File: src/rtl/cache_rd_arbiter.sv
// ----------------------------------------------------------------------------
// cache_rd_arbiter
//
// Purpose:
//   Shares a single AXI read-address / read-data channel pair between the
//   icache and dcache refill ports. Each cache uses the rd_req/rd_rdy request
//   handshake and the ret_valid/ret_last return interface. Only one read is
//   outstanding at a time. Ties go round-robin, or always to the dcache when
//   FIXED_PRIORITY is set.
//
// Ports:
//   clk, reset                    clock, synchronous active-high reset
//   ic_rd_req/type/addr, ic_rd_rdy  icache request handshake
//   ic_ret_valid, ic_ret_last     icache return beat qualifiers
//   dc_rd_req/type/addr, dc_rd_rdy  dcache request handshake
//   dc_ret_valid, dc_ret_last     dcache return beat qualifiers
//   ret_data                      return data, broadcast to both caches
//   araddr/arlen/arsize/arvalid/arready   AXI read address channel
//   rdata/rlast/rvalid/rready             AXI read data channel
// ----------------------------------------------------------------------------
module cache_rd_arbiter #(
    parameter int ADDR_WIDTH     = 32,
    parameter bit FIXED_PRIORITY = 1'b0
) (
    input  logic                  clk,
    input  logic                  reset,

    input  logic                  ic_rd_req,
    input  logic [2:0]            ic_rd_type,
    input  logic [ADDR_WIDTH-1:0] ic_rd_addr,
    output logic                  ic_rd_rdy,
    output logic                  ic_ret_valid,
    output logic [1:0]            ic_ret_last,

    input  logic                  dc_rd_req,
    input  logic [2:0]            dc_rd_type,
    input  logic [ADDR_WIDTH-1:0] dc_rd_addr,
    output logic                  dc_rd_rdy,
    output logic                  dc_ret_valid,
    output logic [1:0]            dc_ret_last,

    output logic [31:0]           ret_data,

    output logic [ADDR_WIDTH-1:0] araddr,
    output logic [7:0]            arlen,
    output logic [2:0]            arsize,
    output logic                  arvalid,
    input  logic                  arready,

    input  logic [31:0]           rdata,
    input  logic                  rlast,
    input  logic                  rvalid,
    output logic                  rready
);

    typedef enum logic [1:0] {
        IDLE = 2'd0,
        AR   = 2'd1,
        R    = 2'd2
    } state_t;

    state_t                  state;
    state_t                  state_next;
    logic                    last_grant_dc;
    logic                    owner_dc;
    logic [ADDR_WIDTH-1:0]   req_addr;
    logic [2:0]              req_type;
    logic                    ic_win;
    logic                    dc_win;
    logic                    grant;

    // Arbitration. The dcache wins when it is the only requester, or on a tie
    // when priority is fixed or the icache held the previous grant.
    always_comb begin
        dc_win = dc_rd_req & (~ic_rd_req | FIXED_PRIORITY | ~last_grant_dc);
        ic_win = ic_rd_req & ~dc_win;
        grant  = (state == IDLE) & ~reset & (ic_win | dc_win);
    end

    // Next-state logic: a grant moves to AR, the address handshake to R,
    // and the last accepted data beat back to IDLE.
    always_comb begin
        state_next = state;
        case (state)
            IDLE: if (grant)           state_next = AR;
            AR:   if (arready)         state_next = R;
            R:    if (rvalid && rlast) state_next = IDLE;
            default:                   state_next = IDLE;
        endcase
    end

    // State register and latched request. A grant captures the winner's
    // address, type and identity; the round-robin pointer follows the winner.
    always_ff @(posedge clk) begin
        if (reset) begin
            state         <= IDLE;
            last_grant_dc <= 1'b0;
            owner_dc      <= 1'b0;
            req_addr      <= '0;
            req_type      <= 3'b000;
        end else begin
            state <= state_next;
            if (grant) begin
                owner_dc      <= dc_win;
                last_grant_dc <= dc_win;
                req_addr      <= dc_win ? dc_rd_addr : ic_rd_addr;
                req_type      <= dc_win ? dc_rd_type : ic_rd_type;
            end
        end
    end

    // Request type to AXI burst decode. Only the cache-line type bursts;
    // unknown codes fall back to a single word beat.
    always_comb begin
        arlen  = 8'd0;
        arsize = 3'd2;
        case (req_type)
            3'b100:  begin arlen = 8'd3; arsize = 3'd2; end
            3'b000:  begin arlen = 8'd0; arsize = 3'd0; end
            3'b001:  begin arlen = 8'd0; arsize = 3'd1; end
            default: begin arlen = 8'd0; arsize = 3'd2; end
        endcase
    end

    // Handshake and return outputs. Everything is forced quiet while reset is
    // asserted so neither cache nor the AXI slave sees a half-reset transfer.
    // Return beats are steered combinationally to the owner only.
    always_comb begin
        ic_rd_rdy    = 1'b0;
        dc_rd_rdy    = 1'b0;
        arvalid      = 1'b0;
        rready       = 1'b0;
        ic_ret_valid = 1'b0;
        dc_ret_valid = 1'b0;
        ic_ret_last  = 2'b00;
        dc_ret_last  = 2'b00;
        araddr       = req_addr;
        ret_data     = rdata;
        if (!reset) begin
            case (state)
                IDLE: begin
                    ic_rd_rdy = ic_win;
                    dc_rd_rdy = dc_win;
                end
                AR: begin
                    arvalid = 1'b1;
                end
                R: begin
                    rready = 1'b1;
                    if (owner_dc) begin
                        dc_ret_valid = rvalid;
                        dc_ret_last  = {1'b0, rlast};
                    end else begin
                        ic_ret_valid = rvalid;
                        ic_ret_last  = {1'b0, rlast};
                    end
                end
                default: begin
                end
            endcase
        end
    end

endmodule
File: config.mk
export PLATFORM = sky130hd
export DESIGN_NAME = cache_rd_arbiter
export DESIGN_NICKNAME = d
export VERILOG_FILES = /design/src/rtl/cache_rd_arbiter.sv
export SDC_FILE = /design/constraint.sdc
export NUM_CORES = 1
export LEC_CHECK = 0
export CAP_MARGIN = 15
export CORE_AREA = 2 2 76 78
export DETAILED_ROUTE_END_ITERATION = 6
export DIE_AREA = 0 0 78 80
export DONT_BUFFER_PORTS = 1
export PLACE_DENSITY = 0.63
export SYNTH_ARGS = -nofsm -noshare
export SYNTH_HDL_FRONTEND = slang
export SYNTH_SLANG_ARGS = --single-unit
File: constraint.sdc
create_clock -name clk -period 2.6 [get_ports clk]
set_input_delay 0.52 -clock clk [delete_from_list [all_inputs] [get_ports clk]]
set_output_delay 0.52 -clock clk [all_outputs]
set_load 0.02 [all_outputs]
After elaboration in Yosys (flattened, before gate mapping) --
Cells that the tools add are included.
Cells by class: reductions and logical operators 4, bitwise gates (word level) 10, divide/modulo/power cells 0, add/subtract/negate cells 0, $mul 0, shift operators 0, $lt $le $gt $ge 0, mux-type cells 28, equal/unequal tests 7
Operator list (count):
- $mux W32 | 1
- $mux W1 | 20
- $mux W2 | 4
- $ne A2 B2 Y1 const B | 3
- $pmux W2 S3 | 1
- $and A1 B1 Y1 | 4
- $not A1 Y1 | 4
- $pmux W2 S2 | 1
- $eq A3 B1 Y1 const B | 1
- $eq A3 B3 Y1 const B | 1
- $logic_not A3 Y1 | 1
- $mux W3 | 1
- $reduce_and A3 Y1 | 1
- $eq A2 B1 Y1 const B | 1
- $eq A2 B2 Y1 const B | 1
- $logic_not A2 Y1 | 1
- $or A1 B1 Y1 | 2
- $logic_and A1 B1 Y1 | 1
Word-level totals: bits in latches 0, flip-flop bits (word level) 38, logic and storage cells 53, memories kept 0, bits in writable memories 0, ROM bits 0, output and inout port bits 85

Logic depth before layout (Yosys ltp) --
Gate-level depths: netlist of the first run.
depth in word-level cells 9, depth in mapped cells 6, gate-level depth less buffers 3

Worst setup path before layout of the first run --
Ideal clock, no wire load.
kind input-to-output, from input reset, to output ic_ret_last[0], cell stages on the path 4, path slack 0.310 ns, path buffers 1, arrival 1.770 ns, path through clkbuf_1 -> nor3b_1 -> nand2_1 -> nor2_1
On the way: longest elaborated chain between the ends 1
Ends and longest elaborated chain:
- start, declared | line 26 | input logic reset,
- $mux W1 | line 139 | if (!reset) begin
- end, declared | line 33 | output logic [1:0] ic_ret_last,
No other way between the ends.

Worst setup path after layout of the first run --
from register state[1], to output ic_ret_last[0]
On the way: longest elaborated chain between the ends 3
Ends and longest elaborated chain:
- start, declared | line 62 | state_t state;
- start signal, assigned | line 102 | state <= state_next;
- $eq A2 B2 Y1 | line 140 | case (state)
- $mux W1 | line 140
- $mux W1 | line 139
No other way between the ends.

==> summary.txt, run 1 <==
Status
  – Status: finished clean

Pwr
  – Reg power frac: 52.4%
  – Switching power: 517 uW
  – Clock network power share: 27.9%
  – Peak supply drop: 0.300 mV
  – Comb power frac: 19.7%
  – Pint: 973 uW
  – Power Dens Cells: 760 nW/um^2
  – Sw frac: 34.7%
  – Leakage: 0.651 nW

Logic synthesis
  – Mux cell area share after synthesis: 0%
  – Synth area leader: dfxtp_1
  – Synthesis-stage register bit count: 38
  – Mapped Cells: 278
  – Largest family of logic cells by synthesized area: simple AND/OR/NAND/NOR gates
  – Area share of fa/ha/maj cells after synthesis: 0%
  – Register area share after synthesis: 34.6%
  – Post-Synth Simple-Gate Area: 31.7%
  – Avg Cell Area, Syn: 7.90 um^2
  – Library cells used by synthesis: 23
  – Compound-Gate Fraction of Synth Area: 9.46%
  – Post-Synth XOR/XNOR Area: 0%
  – Post-Syn Area: 2200 um^2
  – Top cells by area, synth: dfxtp_1 (35%), nor3_1 (16%), buf_4 (15%)
  – Count of yosys warnings during synthesis: 0
  – Area fraction of the dominant cell type after synthesis: 34.6%

Route
  – Vias: 1,826
  – Post-DRT Antenna Nets: 0
  – Initial DRC count: 70
  – Pre-antenna DRT Iters: 4
  – Post-DR wirelength/cell: 18.5 um
  – Vias per cell: 5.99
  – Routed WL: 5630 um
  – # DRC: 0

Floorplanning
  – Starting Density: 40.6%
  – Die width: 78 um
  – Core footprint: 5410 um^2
  – Die Height: 80 um
  – Rows: 27
  – I/O Pins: 194
  – Die area: 6240 um^2

Finish
  – Share of cells above drive strength 1: 9.01%
  – Multi-input logic area: 941 um^2
  – Area Growth Syn to Fin: -10.7%
  – Sequential Area: 761 um^2
  – Final nets: 341
  – # diodes: 0
  – FILL cells: 580

Setup path
  – CP Launch Type: register
  – Slowest stage delay, CP: 0.45 ns
  – Critical path class: register to primary output
  – CP arrival: 1.60 ns
  – CP Capture Type: primary output
  – Buffer and inverter count on the worst path: 0
  – Required time worst endpoint: 2.08 ns
  – Cell family with most CP delay: simple AND/OR/NAND/NOR gates
  – Critical path cell sequence: nor3b_1 > nand2_1 > nor2_1
  – CP max FO: 8
  – CP max-delay cell: dfxtp_1

Clock network
  – H-tree levels: 2
  – TritonCTS Sinks: 38
  – CTS tree: yes
  – Maximum clock path buffer count: 2
  – Root buf cell: clkbuf_8
  – # hold bufs at CTS: 0
  – Clk pin slew, worst setup/hold paths: 0.08 ns
  – Clk_lat worst skew: 0.28 ns
  – Post-cts resize count: 0
  – Setup Buffers After CTS: 0
  – Num CTS Buffers: 5

GRT
  – Initial antenna violation count: 0
  – First-pass GRT wire length: 8660 um
  – Largest net degree at the start of global routing: 43
  – Total grt overflow: 0
  – Total Routing Usage GR: 17.5%
  – Vias in the first global route: 1,790

Min path
  – Worst hold path type: input port to register

Flow run
  – Max cap viols: 0

STA
  – Setup TNS: 0 ns
  – RSZ-0062 raised after global routing: false
  – Setup violations, final: 0
  – Pins Over Slew Limit: 0
  – Post-layout minimum cycle time: 2.12 ns
  – Max-slew headroom: 50.8%
  – Hold Fails Final Rpt: 0
  – Max Clock Skew: 0.00420 ns
  – Slew of the pin with the lowest slew margin: 0.738 ns
  – Hold_ws: 0.304 ns
  – Final Cycle Share: 81.5%
  – Fmax: 472 MHz

Placement
  – Global placement routability congestion: 0.716
  – Placed wire-length estimate: 3560 um
  – PortBufs: 0
## sequential cells by signal (all words and copies together), names as in the netlist
register  flops
owner_dc      1
state         2
araddr       32
req_type      3
## per-stage QoR
stage / worst slack (ns) / cells / util (%) / instance area (um^2) / power, mW
final: 0.480 / 305 / 36.3 / 1960 / 1.49
after global routing: 0.334 / 305 / 36.3 / 1960 / 1.59
after CTS: 0.465 / 305 / 36.3 / 1960 / 1.52
after detailed placement: 0.742 / 297 / 34.6 / 1870 / 1.09
after global placement: 0.791 / 297 / 34.6 / 1870 / 1.08
after floorplan: 0.310 / 286 / - / 2230 / 1.14
## worst paths after layout
check	start	end	slack, ns	depth (start not counted)
worst max register to register	state[0]$_SDFFE_PP0P_	araddr[14]$_SDFFE_PP0P_	1.10	4
worst max-delay path	state[1]$_SDFFE_PP0P_	ic_ret_last[0]	0.48	3
worst min register to register	req_type[1]$_SDFFE_PP0P_	req_type[1]$_SDFFE_PP0P_	0.54	2
worst min-delay path	reset	araddr[9]$_SDFFE_PP0P_	0.30	1
## cells by family (layout without fill, tap and decap cells)
| kind of cell | count (synthesis) | in the layout |
|---|---|---|
| and+or+nand+nor | 127 | 127 |
| buffers and inverters | 72 | 19 |
| AOI/OAI and AO/OA | 40 | 40 |
| DFF | 38 | 38 |
| other | 1 | 9 |
## cells in the final DEF (no fill, tap or decap), drive strengths merged, types with 3 or more instances in the layout
cell type	n
nor3	72
a21oi	38
dfxtp	38
nor4	35
buf	10
conb	9
clkbuf	7
nor2	5
nor3b	3
nand2	3
## cells in the mapped netlist
master	instances
or2_2	2
and3_1	2
nor3b_1	3
a21oi_1	38
dfxtp_1	38
or3b_1	2
nor3_1	72
nor2_2	1
nor2_1	4
a311oi_1	1
nand3b_1	1
inv_1	1
a2111oi_0	1
conb_1	1
nor2b_1	1
buf_4	45
clkbuf_1	5
nand2_1	3
and2_1	1
buf_6	7
buf_2	12
nor4_1	35
clkbuf_8	2
## power by group through the flow
stage               sequential (mW)  clock (mW)  combinational [mW]
floorplan                     0.778           0               0.364
global placement              0.796           0               0.288
detailed placement            0.797           0               0.294
CTS                           0.783       0.440               0.294
global route                  0.791       0.469               0.327
finish                        0.781       0.416               0.294
## cell type report
type | count | area share [%]
clock buffer | 7 | 4.40
sequential | 38 | 38.8
multi-input combinational | 176 | 48.0
tap | 72 | 4.59
timing repair buffer | 10 | 3.83
clock inverter | 1 | 0.255
inverter | 1 | 0.191
## metal layers
metal / routed length, um / GRT usage [%] / part of all wire, %
met2: 2640 / 29.3 / 47
met4: 99 / 7.02 / 1.8
met3: 490 / 6.45 / 8.7
met5: 0 / 0 / 0
met1: 2400 / 20.2 / 43
Power figures use the tool's default switching activity.
==> run 2: changes to the inputs <==
- PLACE_DENSITY: 0.63 -> 0.65
- clock period: 2.6 -> 1.8 ns (I/O delays scaled with it)
==> summary.txt, run 2 (synthesis gave the netlist of run 1 again) <==
Setup path
  – R2r startpoint: state[1]$_SDFFE_PP0P_
  – Critical path cell sequence: or3b_4 > nor3_2 > buf_4
  – Worst reg2reg path depth: 4
  – Flop2flop setup slack: 0.34 ns
  – Critical path class: register to primary output
  – Reg-to-reg endpoint: req_type[2]$_SDFFE_PP0P_
  – CP Launch Type: register
  – CP arrival: 1.40 ns
  – Required time worst endpoint: 1.44 ns
  – Slowest stage delay, CP: 0.41 ns
  – Cell family with most CP delay: simple AND/OR/NAND/NOR gates
  – Buffer and inverter count on the worst path: 1
  – CP Capture Type: primary output
  – CP max-delay cell: or3b_4
  – CP max FO: 7

Pwr
  – Switching power: 756 uW
  – Design Power: 2.19 mW
  – Power Dens Cells: 1060 nW/um^2
  – Sw frac: 34.6%
  – Peak supply drop: 0.421 mV
  – Pint: 1.43 mW
  – Comb power frac: 20.8%
  – Leakage: 0.709 nW
  – Clock network power share: 27.5%
  – Reg power frac: 51.7%

STA
  – Pins Over Slew Limit: 0
  – Fmax: 567 MHz
  – Max Clock Skew: 0.00598 ns
  – Final Cycle Share: 98.0%
  – Hold Fails Final Rpt: 0
  – Post-layout minimum cycle time: 1.76 ns
  – RSZ-0062 raised after global routing: true
  – Setup TNS: 0 ns
  – Setup violations, final: 0

Min path
  – Worst min-delay path startpoint: reset
  – Worst hold path type: input port to register
  – WHS Endpoint: state[1]$_SDFFE_PP0P_
  – Hold Crit Depth: 1

Status
  – Status: finished clean

Placement
  – Placed wire-length estimate: 4090 um
  – Placed insts: 306
  – Global placement routability congestion: 0.697
  – PortBufs: 0

Route
  – # DRC: 0
  – Pre-antenna DRT Iters: 4
  – Vias per cell: 6.02
  – Post-DR wirelength/cell: 19.1 um
  – Post-DRT Antenna Nets: 0
  – Vias: 1,896
  – Routed WL: 6020 um
  – Initial DRC count: 100

GRT
  – Total grt overflow: 0
  – Vias in the first global route: 1,836
  – Total Routing Usage GR: 18.8%
  – Largest net degree at the start of global routing: 43
  – First-pass GRT wire length: 9260 um
  – Initial antenna violation count: 0

Clock network
  – CTS tree: yes
  – Maximum clock path buffer count: 2
  – Clk pin slew, worst setup/hold paths: 0.07 ns
  – # hold bufs at CTS: 0
  – Root buf cell: clkbuf_8
  – H-tree levels: 2
  – TritonCTS Sinks: 38
  – Clk_lat worst skew: 0.29 ns
  – Num CTS Buffers: 5

Finish
  – Commonest cells after routing, fill and taps aside: nor3_1 (70), a21oi_1 (38), dfxtp_1 (36), nor4_1 (35), buf_4 (19)
  – Area Growth Syn to Fin: -5.64%
  – Final nets: 351
  – Layout Utilization: 38.3%
  – # diodes: 0
  – Max FFs per register: 32
  – Commonest non-fill, non-tap cell in the layout: nor3_1
  – Non-filler cells, final: 315
  – Share of cells above drive strength 1: 15.6%

Floorplanning
  – Die width: 78 um
  – Die area: 6240 um^2
  – Core footprint: 5410 um^2
  – Rows: 27
  – Starting Density: 40.6%
  – I/O Pins: 194
  – Die Height: 80 um

Flow run
  – Max cap viols: 0
[run 2: metrics by stage]
stage / hold slack, ns / setup slack, ns / cell area, um^2
finish: 0.138 / 0.0364 / 2070
global route: 0.113 / -0.0134 / 2070
CTS: 0.132 / 0.00147 / 2050
detailed placement: 0.439 / 0.300 / 1950
global placement: 0.438 / 0.303 / 1950
floorplan: 0.476 / 0.0589 / 2240
[run 2: final cells by class]
cell class / instances / area [um^2]
Timing Repair Buffer: 20 / 154
Fill cell: 573 / 3330
Clock buffer: 7 / 86.3
Sequential cell: 38 / 766
Inverter: 1 / 3.75
Clock inverter: 1 / 5.00
Tap cell: 72 / 90.1
Multi-Input combinational cell: 176 / 967
[run 2: worst max-delay path by stage]
| stage | from | end | slack (ns) | cells after the start |
|---|---|---|---|---|
| 6_report | state[1]$_SDFFE_PP0P_ | ic_rd_rdy | 0.04 | 3 |
| 5_1_grt | state[1]$_SDFFE_PP0P_ | ic_rd_rdy | -0.01 | 3 |
| 4_1_cts | state[1]$_SDFFE_PP0P_ | dc_rd_rdy | 0.001 | 3 |
| 3_5_place_dp | state[0]$_SDFFE_PP0P_ | ic_rd_rdy | 0.30 | 3 |
| 3_3_place_gp | state[0]$_SDFFE_PP0P_ | ic_rd_rdy | 0.30 | 3 |
| 2_1_floorplan | state[0]$_SDFFE_PP0P_ | dc_rd_rdy | 0.06 | 5 |
[run 2: timing repair]
item,4_1_cts,5_1_grt
gates cloned,0,0
setup endpoints to repair,2,5
setup buffers,0,1
gates resized for setup,2,5
[run 2: power by group through the flow]
stage               combinational [mW]  clock, mW  sequential [mW]
floorplan                        0.529          0             1.12
global placement                 0.437          0             1.15
detailed placement               0.448          0             1.15
CTS                              0.451      0.634             1.13
global route                     0.506      0.674             1.14
finish                           0.455      0.602             1.13
[run 2: per-layer routing]
metal  up-vias  GRT usage (%)  wire length (um)  part of all wire (%)
li1        886              -                 -                     -
met1       885           22.2              2390                    40
met2       111           30.4              2790                    46
met3        14           8.26               727                    12
met4         0           6.14               119                   2.0
met5         -              0                 0                     0
[run 2: worst reg2reg max path, delay by kind of cell, from the launching register on]
family / cells / cell delay [ns]
buf+inv: 1 / 0.27
flops: 1 / 0.37
simple gates: 3 / 0.71
==> run 3: changes to the inputs <==
- CORE_AREA: 2 2 76 78 -> not set
- CORE_MARGIN: not set -> 5
- CORE_UTILIZATION: not set -> 50
- DIE_AREA: 0 0 78 80 -> not set
- PLACE_DENSITY: 0.65 -> 0.76
==> summary.txt, run 3 (synthesis gave the netlist of run 1 again) <==
Pwr
  – Sw frac: 33.3%
  – Switching power: 750 uW
  – Power Dens Cells: 1100 nW/um^2
  – Pint: 1.50 mW
  – Clock network power share: 30.3%
  – Leakage: 0.705 nW
  – Comb power frac: 19.5%
  – Reg power frac: 50.2%
  – Peak supply drop: 0.470 mV

Finish
  – Sequential Area: 762 um^2
  – Area Growth Syn to Fin: -7.24%
  – # diodes: 0
  – Share of cells above drive strength 1: 13.8%
  – Max FFs per register: 32
  – Non-filler cells, final: 292
  – Commonest non-fill, non-tap cell in the layout: nor3_1
  – FILL cells: 430
  – Final nets: 348
  – Multi-input logic area: 956 um^2
  – Commonest cells after routing, fill and taps aside: nor3_1 (70), a21oi_1 (38), dfxtp_1 (37), nor4_1 (35), buf_4 (16)

STA
  – Hold Fails Final Rpt: 0
  – RSZ-0062 raised after global routing: true
  – Pins Over Slew Limit: 0
  – Hold_ws: 0.130 ns
  – Setup violations, final: 0
  – Max Clock Skew: 0.00772 ns
  – Post-layout minimum cycle time: 1.74 ns
  – Fmax: 574 MHz
  – Final Cycle Share: 96.8%

Route
  – Vias: 1,876
  – Post-DRT Antenna Nets: 0
  – Routed WL: 5940 um
  – Post-DR wirelength/cell: 20.3 um
  – Initial DRC count: 129
  – # DRC: 0
  – Pre-antenna DRT Iters: 4
  – Vias per cell: 6.42

GRT
  – Largest net degree at the start of global routing: 43
  – Vias in the first global route: 1,808
  – Total Routing Usage GR: 19.2%
  – Initial antenna violation count: 0
  – First-pass GRT wire length: 9360 um
  – Total grt overflow: 0

Floorplanning
  – Rows: 24
  – Core footprint: 4290 um^2
  – Die area: 5820 um^2
  – Die width: 76.3 um
  – Starting Density: 51.1%
  – I/O Pins: 194
  – Die Height: 76.3 um

Clock network
  – Root buf cell: clkbuf_8
  – Clk_lat worst skew: 0.28 ns
  – Setup Buffers After CTS: 0
  – H-tree levels: 2
  – Post-cts resize count: 0
  – Num CTS Buffers: 5
  – # hold bufs at CTS: 0
  – CTS tree: yes
  – TritonCTS Sinks: 38
  – Clk pin slew, worst setup/hold paths: 0.08 ns
  – Maximum clock path buffer count: 2

Setup path
  – Worst reg2reg path depth: 4
  – Crit path depth: 2
  – CP max-delay cell: or2_2
  – CP arrival: 1.38 ns
  – Cell family with most CP delay: simple AND/OR/NAND/NOR gates
  – Critical path class: register to primary output
  – Buffer and inverter count on the worst path: 0
  – Required time worst endpoint: 1.44 ns
  – CP max FO: 3
  – CP Capture Type: primary output
  – Slowest stage delay, CP: 0.38 ns
  – CP Launch Type: register
  – Critical path cell sequence: or2_2 > nor2_1

Placement
  – Placed wire-length estimate: 4110 um
  – Placed insts: 284
  – Global placement routability congestion: 0.701
  – PortBufs: 0

Min path
  – Hold Crit Depth: 1
  – Worst hold path type: input port to register

Flow run
  – Max cap viols: 0

Status
  – Status: finished clean
==> run 3: cell count changes in the layout (fill, tap and decap cells not counted) <==
cell / previous run / this run
buf_12: 0 / 1
clkinv_2: 1 / 0
or3b_4: 2 / 0
nor3_2: 1 / 2
nor3_4: 1 / 0
dfxtp_4: 1 / 0
or3b_1: 0 / 2
dfxtp_1: 36 / 37
clkbuf_8: 6 / 8
buf_6: 1 / 0
buf_4: 19 / 16
clkbuf_1: 1 / 0
==> run 3: through the flow <==
stage / total power, mW / util, % / setup WS [ns] / instance area [um^2] / TNS, ns
3_5_place_dp: 1.59 / 44.8 / 0.310 / 1930 / 0
5_1_grt: 2.37 / 47.4 / -0.00355 / 2040 / -0.00671
2_1_floorplan: 1.65 / - / 0.0589 / 2240 / 0
6_report: 2.25 / 47.4 / 0.0582 / 2040 / 0
4_1_cts: 2.27 / 47.4 / 0.0234 / 2040 / 0
3_3_place_gp: 1.58 / 44.8 / 0.354 / 1930 / 0
==> run 3: path summary, 6_finish.rpt <==
path	start	end	slack, ns
max reg2reg	state[1]$_SDFFE_PP0P_	araddr[21]$_SDFFE_PP0P_	0.33
min	reset	state[1]$_SDFFE_PP0P_	0.13
min reg2reg	state[1]$_SDFFE_PP0P_	state[1]$_SDFFE_PP0P_	0.50
max	req_type[1]$_SDFFE_PP0P_	arsize[0]	0.06
==> run 3: worst reg2reg max path: cells and delay by family, from the launching register on <==
family,cells,cell delay (ns)
flops,1,0.36
buf+inv,1,0.27
simple gates,3,0.73
==> run 3: per-layer routing <==
layer  share of wire, %  vias up  GRT usage [%]
met1                 38      857           22.3
met5                  0        -              0
li1                   -      879              -
met4                1.7        0           5.59
met3                 13       14           9.34
met2                 48      126           31.1
==> run 3: power groups by stage <==
stage          sequential, mW  clock [mW]  combinational [mW]
6_report                 1.13       0.682               0.440
5_1_grt                  1.14       0.743               0.489
4_1_cts                  1.13       0.700               0.442
3_5_place_dp             1.15           0               0.442
3_3_place_gp             1.15           0               0.432
2_1_floorplan            1.12           0               0.529
==> run 3: layout make-up <==
type                            count  area share, %
Timing Repair Buffer               17           6.88
Tap cell                           52           3.19
Inverter                            1          0.184
Sequential cell                    38           37.4
Clock buffer                        8           5.41
Multi-Input combinational cell    176           46.9
